### config.mk
export PLATFORM = sky130hd
export DESIGN_NAME = reader_cmd_sched
export DESIGN_NICKNAME = d
export VERILOG_FILES = /design/src/rtl/reader_cmd_sched.sv
export SDC_FILE = /design/constraint.sdc
export NUM_CORES = 1
export LEC_CHECK = 0
export BUFFER_PORTS_ARGS = -buffer_cell sky130_fd_sc_hd__buf_4
export CAP_MARGIN = 15
export CORE_ASPECT_RATIO = 1.75
export CORE_UTILIZATION = 25
export DETAILED_ROUTE_END_ITERATION = 8
export PLACE_DENSITY_LB_ADDON = 0.25
export SYNTH_ARGS = -nofsm -noshare
export SYNTH_HDL_FRONTEND = slang
export SYNTH_SLANG_ARGS = --single-unit
### constraint.sdc
create_clock -name clk -period 6.4 [get_ports clk]
set_input_delay 0.96 -clock clk [delete_from_list [all_inputs] [get_ports clk]]
set_output_delay 0.96 -clock clk [all_outputs]
set_load 0.02 [all_outputs]
### src/rtl/reader_cmd_sched.sv
// Reader command scheduler: sequences Query -> ACK -> ReqRN -> Authenticate through the PIE
// encoder / backscatter decoder with response windows, retries and RN16 capture. Optional: CRYPTO_STEP_EN.
module reader_cmd_sched #(
    parameter int T_RESP_CYCLES   = 1024,
    parameter int T_CRYPTO_CYCLES = 65535,
    parameter int MAX_RETRY       = 3,
    parameter int CNT_W           = 16
) (
    input  logic        clk,
    input  logic        rst_n,
    input  logic        start,
    input  logic        abort,
    input  logic [1:0]  testcase,
    output logic        cmd_valid,
    input  logic        cmd_ready,
    output logic [3:0]  cmd_code,
    output logic [15:0] cmd_arg,
    input  logic        tx_done,
    input  logic        rx_valid,
    input  logic        rx_crc_ok,
    input  logic [15:0] rx_data,
    output logic        busy,
    output logic        done,
    output logic [1:0]  status,
    output logic [15:0] rn16,
    output logic [1:0]  retry_cnt
);

    typedef enum logic [2:0] {
        S_IDLE, S_SEND, S_WAIT_TX, S_LISTEN, S_NEXT, S_ABORT, S_DONE
    } state_t;

    localparam logic [1:0]       ST_OK        = 2'b00;
    localparam logic [1:0]       ST_TIMEOUT   = 2'b01;
    localparam logic [1:0]       ST_CRC       = 2'b10;
    localparam logic [1:0]       ST_ABORTED   = 2'b11;
    localparam logic [1:0]       RETRY_LIMIT  = 2'(MAX_RETRY);
    localparam logic [CNT_W-1:0] RESP_LIMIT   = CNT_W'(T_RESP_CYCLES);
    localparam logic [CNT_W-1:0] CRYPTO_LIMIT = CNT_W'(T_CRYPTO_CYCLES);

    // Final step index of a round for each testcase; testcase 3 loops back after it.
    function automatic logic [1:0] last_step(input logic [1:0] tc);
`ifdef CRYPTO_STEP_EN
        return (tc == 2'd0) ? 2'd1 : (tc == 2'd1) ? 2'd2 : 2'd3;
`else
        return (tc == 2'd0) ? 2'd1 : 2'd2;
`endif
    endfunction

    state_t           state_q, state_d;
    logic [1:0]       step_q, step_d, tc_q, tc_d, retry_q, retry_d, status_q, status_d;
    logic [CNT_W-1:0] cnt_q, cnt_d;
    logic [15:0]      rn16_q, rn16_d, cmd_arg_q, cmd_arg_d;
    logic [3:0]       cmd_code_q, cmd_code_d;
    logic             cmd_valid_q, cmd_valid_d, busy_q, busy_d, done_q, done_d;

    logic [CNT_W-1:0] limit, cnt_inc;
    logic [1:0]       retry_inc, next_step, fail_code;
    logic             fail;

    always_comb begin
        // NOTE: every _d takes its hold value first so no path through the case can infer a latch.
        state_d     = state_q;
        step_d      = step_q;
        tc_d        = tc_q;
        cnt_d       = cnt_q;
        retry_d     = retry_q;
        rn16_d      = rn16_q;
        cmd_valid_d = cmd_valid_q;
        cmd_code_d  = cmd_code_q;
        cmd_arg_d   = cmd_arg_q;
        busy_d      = busy_q;
        done_d      = 1'b0;
        status_d    = status_q;
        fail        = 1'b0;
        fail_code   = ST_CRC;
        limit       = (step_q == 2'd3) ? CRYPTO_LIMIT : RESP_LIMIT;
        cnt_inc     = cnt_q + CNT_W'(1);
        retry_inc   = retry_q + 2'd1;
        next_step   = step_q + 2'd1;

        case (state_q)
            S_IDLE: if (start) begin
                tc_d        = testcase;
                retry_d     = 2'd0;
                step_d      = 2'd0;
                busy_d      = 1'b1;
                status_d    = ST_OK;
                cmd_valid_d = 1'b1;
                cmd_code_d  = 4'd1;
                cmd_arg_d   = 16'h0000;
                state_d     = S_SEND;
            end
            S_SEND: if (cmd_valid_q && cmd_ready) begin
                cmd_valid_d = 1'b0;
                state_d     = S_WAIT_TX;
            end
            S_WAIT_TX: if (tx_done) begin
                cnt_d   = '0;
                state_d = S_LISTEN;
            end
            S_LISTEN: begin
                if (cnt_q != limit) cnt_d = cnt_inc;
                // A reply landing on the last window cycle wins over the timeout.
                if (rx_valid && rx_crc_ok) begin
                    if (step_q == 2'd0) rn16_d = rx_data;
                    state_d = S_NEXT;
                end else if (rx_valid) begin
                    fail = 1'b1;
                end else if (cnt_inc == limit) begin
                    fail      = 1'b1;
                    fail_code = ST_TIMEOUT;
                end
                if (fail) begin
                    retry_d = retry_inc;
                    if (retry_inc == RETRY_LIMIT) begin
                        done_d   = 1'b1;
                        busy_d   = 1'b0;
                        status_d = fail_code;
                        state_d  = S_DONE;
                    end else begin
                        step_d      = 2'd0;
                        cmd_valid_d = 1'b1;
                        cmd_code_d  = 4'd1;
                        cmd_arg_d   = 16'h0000;
                        state_d     = S_SEND;
                    end
                end
            end
            S_NEXT: begin
                if (step_q != last_step(tc_q)) begin
                    step_d      = next_step;
                    cmd_valid_d = 1'b1;
                    cmd_code_d  = {2'b00, next_step} + 4'd1;
                    cmd_arg_d   = rn16_q;
                    state_d     = S_SEND;
                end else if (tc_q == 2'd3) begin
                    step_d      = 2'd0;
                    retry_d     = 2'd0;
                    cmd_valid_d = 1'b1;
                    cmd_code_d  = 4'd1;
                    cmd_arg_d   = 16'h0000;
                    state_d     = S_SEND;
                end else begin
                    done_d   = 1'b1;
                    busy_d   = 1'b0;
                    status_d = ST_OK;
                    state_d  = S_DONE;
                end
            end
            S_ABORT: begin
                done_d   = 1'b1;
                busy_d   = 1'b0;
                status_d = ST_ABORTED;
                state_d  = S_DONE;
            end
            S_DONE:  state_d = S_IDLE;
            default: state_d = S_IDLE;
        endcase

        // Abort drops the request first and reports through the normal DONE pulse a cycle later.
        if (abort && (state_q inside {S_SEND, S_WAIT_TX, S_LISTEN, S_NEXT})) begin
            cmd_valid_d = 1'b0;
            done_d      = 1'b0;
            busy_d      = 1'b1;
            status_d    = status_q;
            state_d     = S_ABORT;
        end
    end

    always_ff @(posedge clk or negedge rst_n) begin
        if (!rst_n) begin
            state_q     <= S_IDLE;
            step_q      <= 2'd0;
            tc_q        <= 2'd0;
            cnt_q       <= '0;
            retry_q     <= 2'd0;
            rn16_q      <= 16'h0000;
            cmd_valid_q <= 1'b0;
            cmd_code_q  <= 4'd0;
            cmd_arg_q   <= 16'h0000;
            busy_q      <= 1'b0;
            done_q      <= 1'b0;
            status_q    <= 2'b00;
        end else begin
            state_q     <= state_d;
            step_q      <= step_d;
            tc_q        <= tc_d;
            cnt_q       <= cnt_d;
            retry_q     <= retry_d;
            rn16_q      <= rn16_d;
            cmd_valid_q <= cmd_valid_d;
            cmd_code_q  <= cmd_code_d;
            cmd_arg_q   <= cmd_arg_d;
            busy_q      <= busy_d;
            done_q      <= done_d;
            status_q    <= status_d;
        end
    end

    assign cmd_valid = cmd_valid_q;
    assign cmd_code  = cmd_code_q;
    assign cmd_arg   = cmd_arg_q;
    assign busy      = busy_q;
    assign done      = done_q;
    assign status    = status_q;
    assign rn16      = rn16_q;
    assign retry_cnt = retry_q;

endmodule

* After elaboration in Yosys (flattened, before gate mapping)
Index checks and enable logic that the tools add are counted.
** Operators by class
- Add/subtract/negate cells :: 4
- Equality and inequality tests :: 31
- Multiplexer cells :: 68
- Bitwise gates (word level) :: 1
- Reduce and logical (&&, ||, !) cells :: 21
** Operator list (count)
- $mux W16 :: 8
- $pmux W16 S3 :: 1
- $pmux W16 S2 :: 1
- $mux W2 :: 15
- $mux W3 :: 9
- $mux W1 :: 21
- $ne A3 B2 Y1 const B :: 7
- $mux W4 :: 5
- $ne A2 B2 Y1 const B :: 9
- $pmux W3 S6 :: 1
- $add A16 B1 Y16 const B :: 1
- $eq A16 B16 Y1 :: 1
- $ne A16 B16 Y1 :: 1
- $pmux W2 S3 :: 2
- $pmux W4 S3 :: 1
- $reduce_and A6 Y1 :: 2
- $reduce_and A5 Y1 :: 2
- $reduce_bool A5 Y1 :: 2
- $ne A4 B3 Y1 const B :: 2
- $pmux W1 S4 :: 2
- $pmux W2 S4 :: 1
- $reduce_bool A4 Y1 :: 2
- $reduce_and A7 Y1 :: 1
- $eq A2 B2 Y1 const B :: 3
- other kinds (17) :: 25
** Storage, ports and cells
- Register bits :: 66
- Input port bits :: 26

* Depth between registers and ports, before layout
- Word-level depth :: 10
- Depth in mapped cells :: 13

* Worst setup path before layout
No wires, ideal clock.
- Path kind :: register -> register
- From :: register cnt_q[1]
- To :: register cmd_valid_q (netlist: cmd_valid)
- Library setup time :: 125 ps
- Arrival time :: 2470 ps
- Data required time :: 6275 ps
- Setup slack :: 3805 ps
- Stages on the path, launching flop included :: 12
- Clock period less this slack :: 2595 ps
- Cells stage by stage :: dfrtp_1 ha_1 buf_4 nand3_1 nor4_2 xnor2_1 nor4bb_1 a41o_1 a21bo_1 o21a_1 o21ai_2 mux2_4
** Between the ends
- Cells in the longest elaborated chain, start to end :: 8
** Ends and longest elaborated chain
- start, declared :: RTL line 52 : logic [CNT_W-1:0] cnt_q, cnt_d;
- start signal, assigned :: RTL line 189 : cnt_q <= cnt_d;
- $add A16 B1 Y16 :: RTL line 78 : cnt_inc = cnt_q + CNT_W'(1);
- $eq A16 B16 Y1 :: RTL line 110 : end else if (cnt_inc == limit) begin
- $mux W1 :: RTL line 110
- $mux W1 :: RTL line 108 : end else if (rx_valid) begin
- $mux W1 :: RTL line 105 : if (rx_valid && rx_crc_ok) begin
- $mux W1 :: RTL line 82 : case (state_q)
- $ne A3 B2 Y1 (no source line)
- $reduce_and A6 Y1 (no source line)
- end signal, assigned :: RTL line 192 : cmd_valid_q <= cmd_valid_d;
- end, declared :: RTL line 55 : logic cmd_valid_q, cmd_valid_d, busy_q, busy_d, done_q, done_d;
No other way between the ends. The select of a mux whose other input is x is not followed.
A chain may end at the register's enable or synchronous reset.

* Final worst setup path
- From :: register cnt_q[0]
- To :: register cmd_code_q[1] (netlist: cmd_code[1])
** Between the ends
- Cells in the longest elaborated chain, start to end :: 8
** Ends and longest elaborated chain
- $add A16 B1 Y16 :: RTL line 78
- $eq A16 B16 Y1 :: RTL line 110
- $mux W1 :: RTL line 110
- $mux W1 :: RTL line 108
- $mux W1 :: RTL line 105
- $mux W1 :: RTL line 82
- $ne A2 B2 Y1 (no source line)
- $reduce_and A5 Y1 (no source line)
- end signal, assigned :: RTL line 193 : cmd_code_q <= cmd_code_d;
- end, declared :: RTL line 54 : logic [3:0] cmd_code_q, cmd_code_d;
No other way between the ends. The select of a mux whose other input is x is not followed.

==> results.cfg <==
[synthesis]
synth_edf_count = 0
synth_top_family_by_area = simple AND/OR/NAND/NOR gates
synth_nets = 417
synth_top_area_share_pct = 43.6
yosysTopAreaCell = dfrtp_1
synthXorXnorAreaFrac_pct = 2.58
ys_warn_count = 0
synth_seq_cells = 65
yosys-top-cells-area = dfrtp_1 44%, mux2_2 5.4%, o21ai_0 4.7%
yosysMostFrequentCell = dfrtp_1
synthAdderAreaFrac_pct = 1.68
synth_compound_area_share_pct = 18.8
yosysSeqAreaShare_pct = 43.6
synthSimpleGateAreaFrac_pct = 19.7
synth_area_um2 = 3730
synth_cells = 386
async_reset_ff_share_pct = 100
synth_cell_types = 62
synth_mux_area_share_pct = 7.89
synth.avg_cell_area_um2 = 9.66
netlist_top_cells_count = 65 x dfrtp_1, 35 x o21ai_0, 31 x nand2_1
synth_ff_type = dfrtp_1

[routing]
vias_per_cell = 5.07
dr.pass1.iters = 4
postRouteAntennaNets = 0
drt-initial-drc-count = 184
drt_wl_total_um = 10000
wl_per_cell_um = 16.1
via_count = 3145
drc_errors = 0

[clock_tree]
clock-sinks = 65
clockBufferDepth = 2
cts_buffers = 9
clk_pin_slew_ps = 60
clock_latency_ps = 330
postCtsResizedCells = 0
ctsRootBufferMaster = clkbuf_16
tritoncts = yes
holdBufCountCts = 0
post_cts_buffers = 0
htreeDepth = 3

[sta]
postLayoutSetupSlackWorst_ps = 3340
slew_headroom_pct = 44.8
setup_viol = 0
rsz0062_at_grt = no
hold_viol = 0
worst_hold_slack_ps = 501
finalCritPeriodShare_pct = 47.9
fin_crit_ps = 3060
fmax_ghz = 0.326
tightest_slew_ps = 828
setup_tns_ps = 0
slew_violations = 0
fin_skew_ps = 8.49

[worst_hold_path]
hp-class = flip-flop to flip-flop
hold_path_end = busy
worstHoldPathCells = 1
min_from = busy

[setup_path]
cp_top_family = simple AND/OR/NAND/NOR gates
regToRegStartpoint = cnt_q[0]
ff2ff_path_depth = 10
criticalPathCategory = flip-flop to flip-flop
slowest_delay_ps = 500
critPathCaptureType = flip-flop
r2r_setup_slack_ps = 3340
rr_endpoint = cmd_code[1]
crit_slowest_cell = dfrtp_1
crit_buf_inv = 0
critPathLaunch = cnt_q[0]
start_kind = flip-flop
cp_cell_sequence = ha_1, nand3_1, nor4_2, xnor2_1, nor4bb_1, a41o_1, nand3b_2, nand3_2, nand3b_4, a22o_1
cp.required_ps = 6620
cp_max_fo = 21
crit_arrival_ps = 3280

[grt]
grt_pass1_wl_um = 16400
grt_pass1_vias = 3173
antenna_found_initial = 0
grt_max_degree = 66
globalRouteTotalUtil_pct = 13.9
overflow = 0

[run_status]
outcome = completed

[placement]
dp_slack_ps = 3340
place.gp.congestion = 0.924
io_buffers = 67
post_dp_cell_area_um2 = 4320
place.detailed.hpwl_um = 7420

[floorplanning]
die-area_um2 = 15400
chipHeight_um = 164
core-area_um2 = 14400
rows = 58
start_util_pct = 25.8
die_w_um = 94.3
io_pins = 69

[final_layout]
syn_to_final_growth_pct = 24.7
drive_above_1_share_pct = 27.0
diodes = 0
fin_nets = 466
final_cell_area_um2 = 4650

[power_and_ir_drop]
power.density_nw_per_um2 = 453
vdd_drop_max_mv = 0.220
p_leak_uw = 0.00211

[run]
drv_cap = 0
==> logic make-up (layout without fill, tap and decap cells) <==
family / Yosys count / count (layout)
fa+ha+maj: 5 / 5
simple gates: 129 / 129
mux: 26 / 26
flops: 65 / 65
buf+inv: 42 / 96
xor+xnor: 11 / 11
compound gates: 107 / 107
other cells: 1 / 1
==> through the flow <==
stage               total power (uW)  cells  utilization [%]
finish                          2110    620             32.2
global route                    2240    620             32.2
CTS                             2130    620             32.2
detailed placement              1590    604             29.9
global placement                1580    604             29.9
floorplan                       1260    386                -
==> layout make-up <==
| class | instances | area (um^2) |
|---|---|---|
| timing repair buffer | 71 | 533 |
| inverter | 9 | 33.8 |
| sequential | 65 | 1630 |
| clock buffer | 10 | 239 |
| multi-input combinational | 279 | 1900 |
| tap | 180 | 225 |
| clock inverter | 6 | 90.1 |
| fill | 1476 | 9790 |
==> sequential cells by signal, summed over array words and instances (netlist names) <==
signal and cells:
cmd_valid 1, status 2, step_q 2, tc_q 2, state_q 3, done 1, rn16 16, cnt_q 16
retry_cnt 2, busy 1, cmd_code 3, cmd_arg 16
==> cells in the final DEF (no fill, tap or decap), types with 3 or more instances in the layout <==
cell type,count
and4_1,3
nand4_1,8
a21oi_1,17
o21ai_0,35
and3_1,4
nand2_1,31
o31ai_1,5
a31oi_1,6
inv_1,9
nor3_1,6
mux2_2,18
nand3_2,3
ha_1,5
mux2i_1,5
dfrtp_1,65
o211ai_1,3
nand3_1,13
or3_1,3
nand2b_1,8
a22o_1,19
xor2_1,5
xnor2_1,6
nor4_1,5
and2_1,3
buf_4,71
clkbuf_16,9
nor2_1,26
==> worst register-to-register path, delay by kind of cell (launching register included) <==
kind	cells	cell delay, ps
DFF	1	500
adders and majority gates	1	380
and+or+nand+nor	6	1450
AOI/OAI and AO/OA	2	500
xor gates and xnor gates	1	140
==> where the power goes <==
group / switching, uW / total, uW / internal [uW]
logic: 466 / 859 / 393
clock network: 188 / 540 / 353
registers: 155 / 707 / 552
==> how the worst max path moves through the flow <==
stage / to / slack [ps] / cells after the start
after global routing: cmd_code[1] / 3010 / 10
after floorplan: cmd_valid / 3810 / 11
after global placement: cmd_code[1] / 3440 / 10
final: cmd_code[1] / 3340 / 10
after CTS: cmd_code[1] / 3330 / 10
after detailed placement: cmd_code[1] / 3340 / 10
==> per-layer routing <==
layer	track usage (%)	part of all wire, %
met5	0	0
met4	5.80	2.1
met3	3.12	4.4
met2	24.9	54
met1	15.4	39
Note: power is estimated with default switching activity, not from simulation.
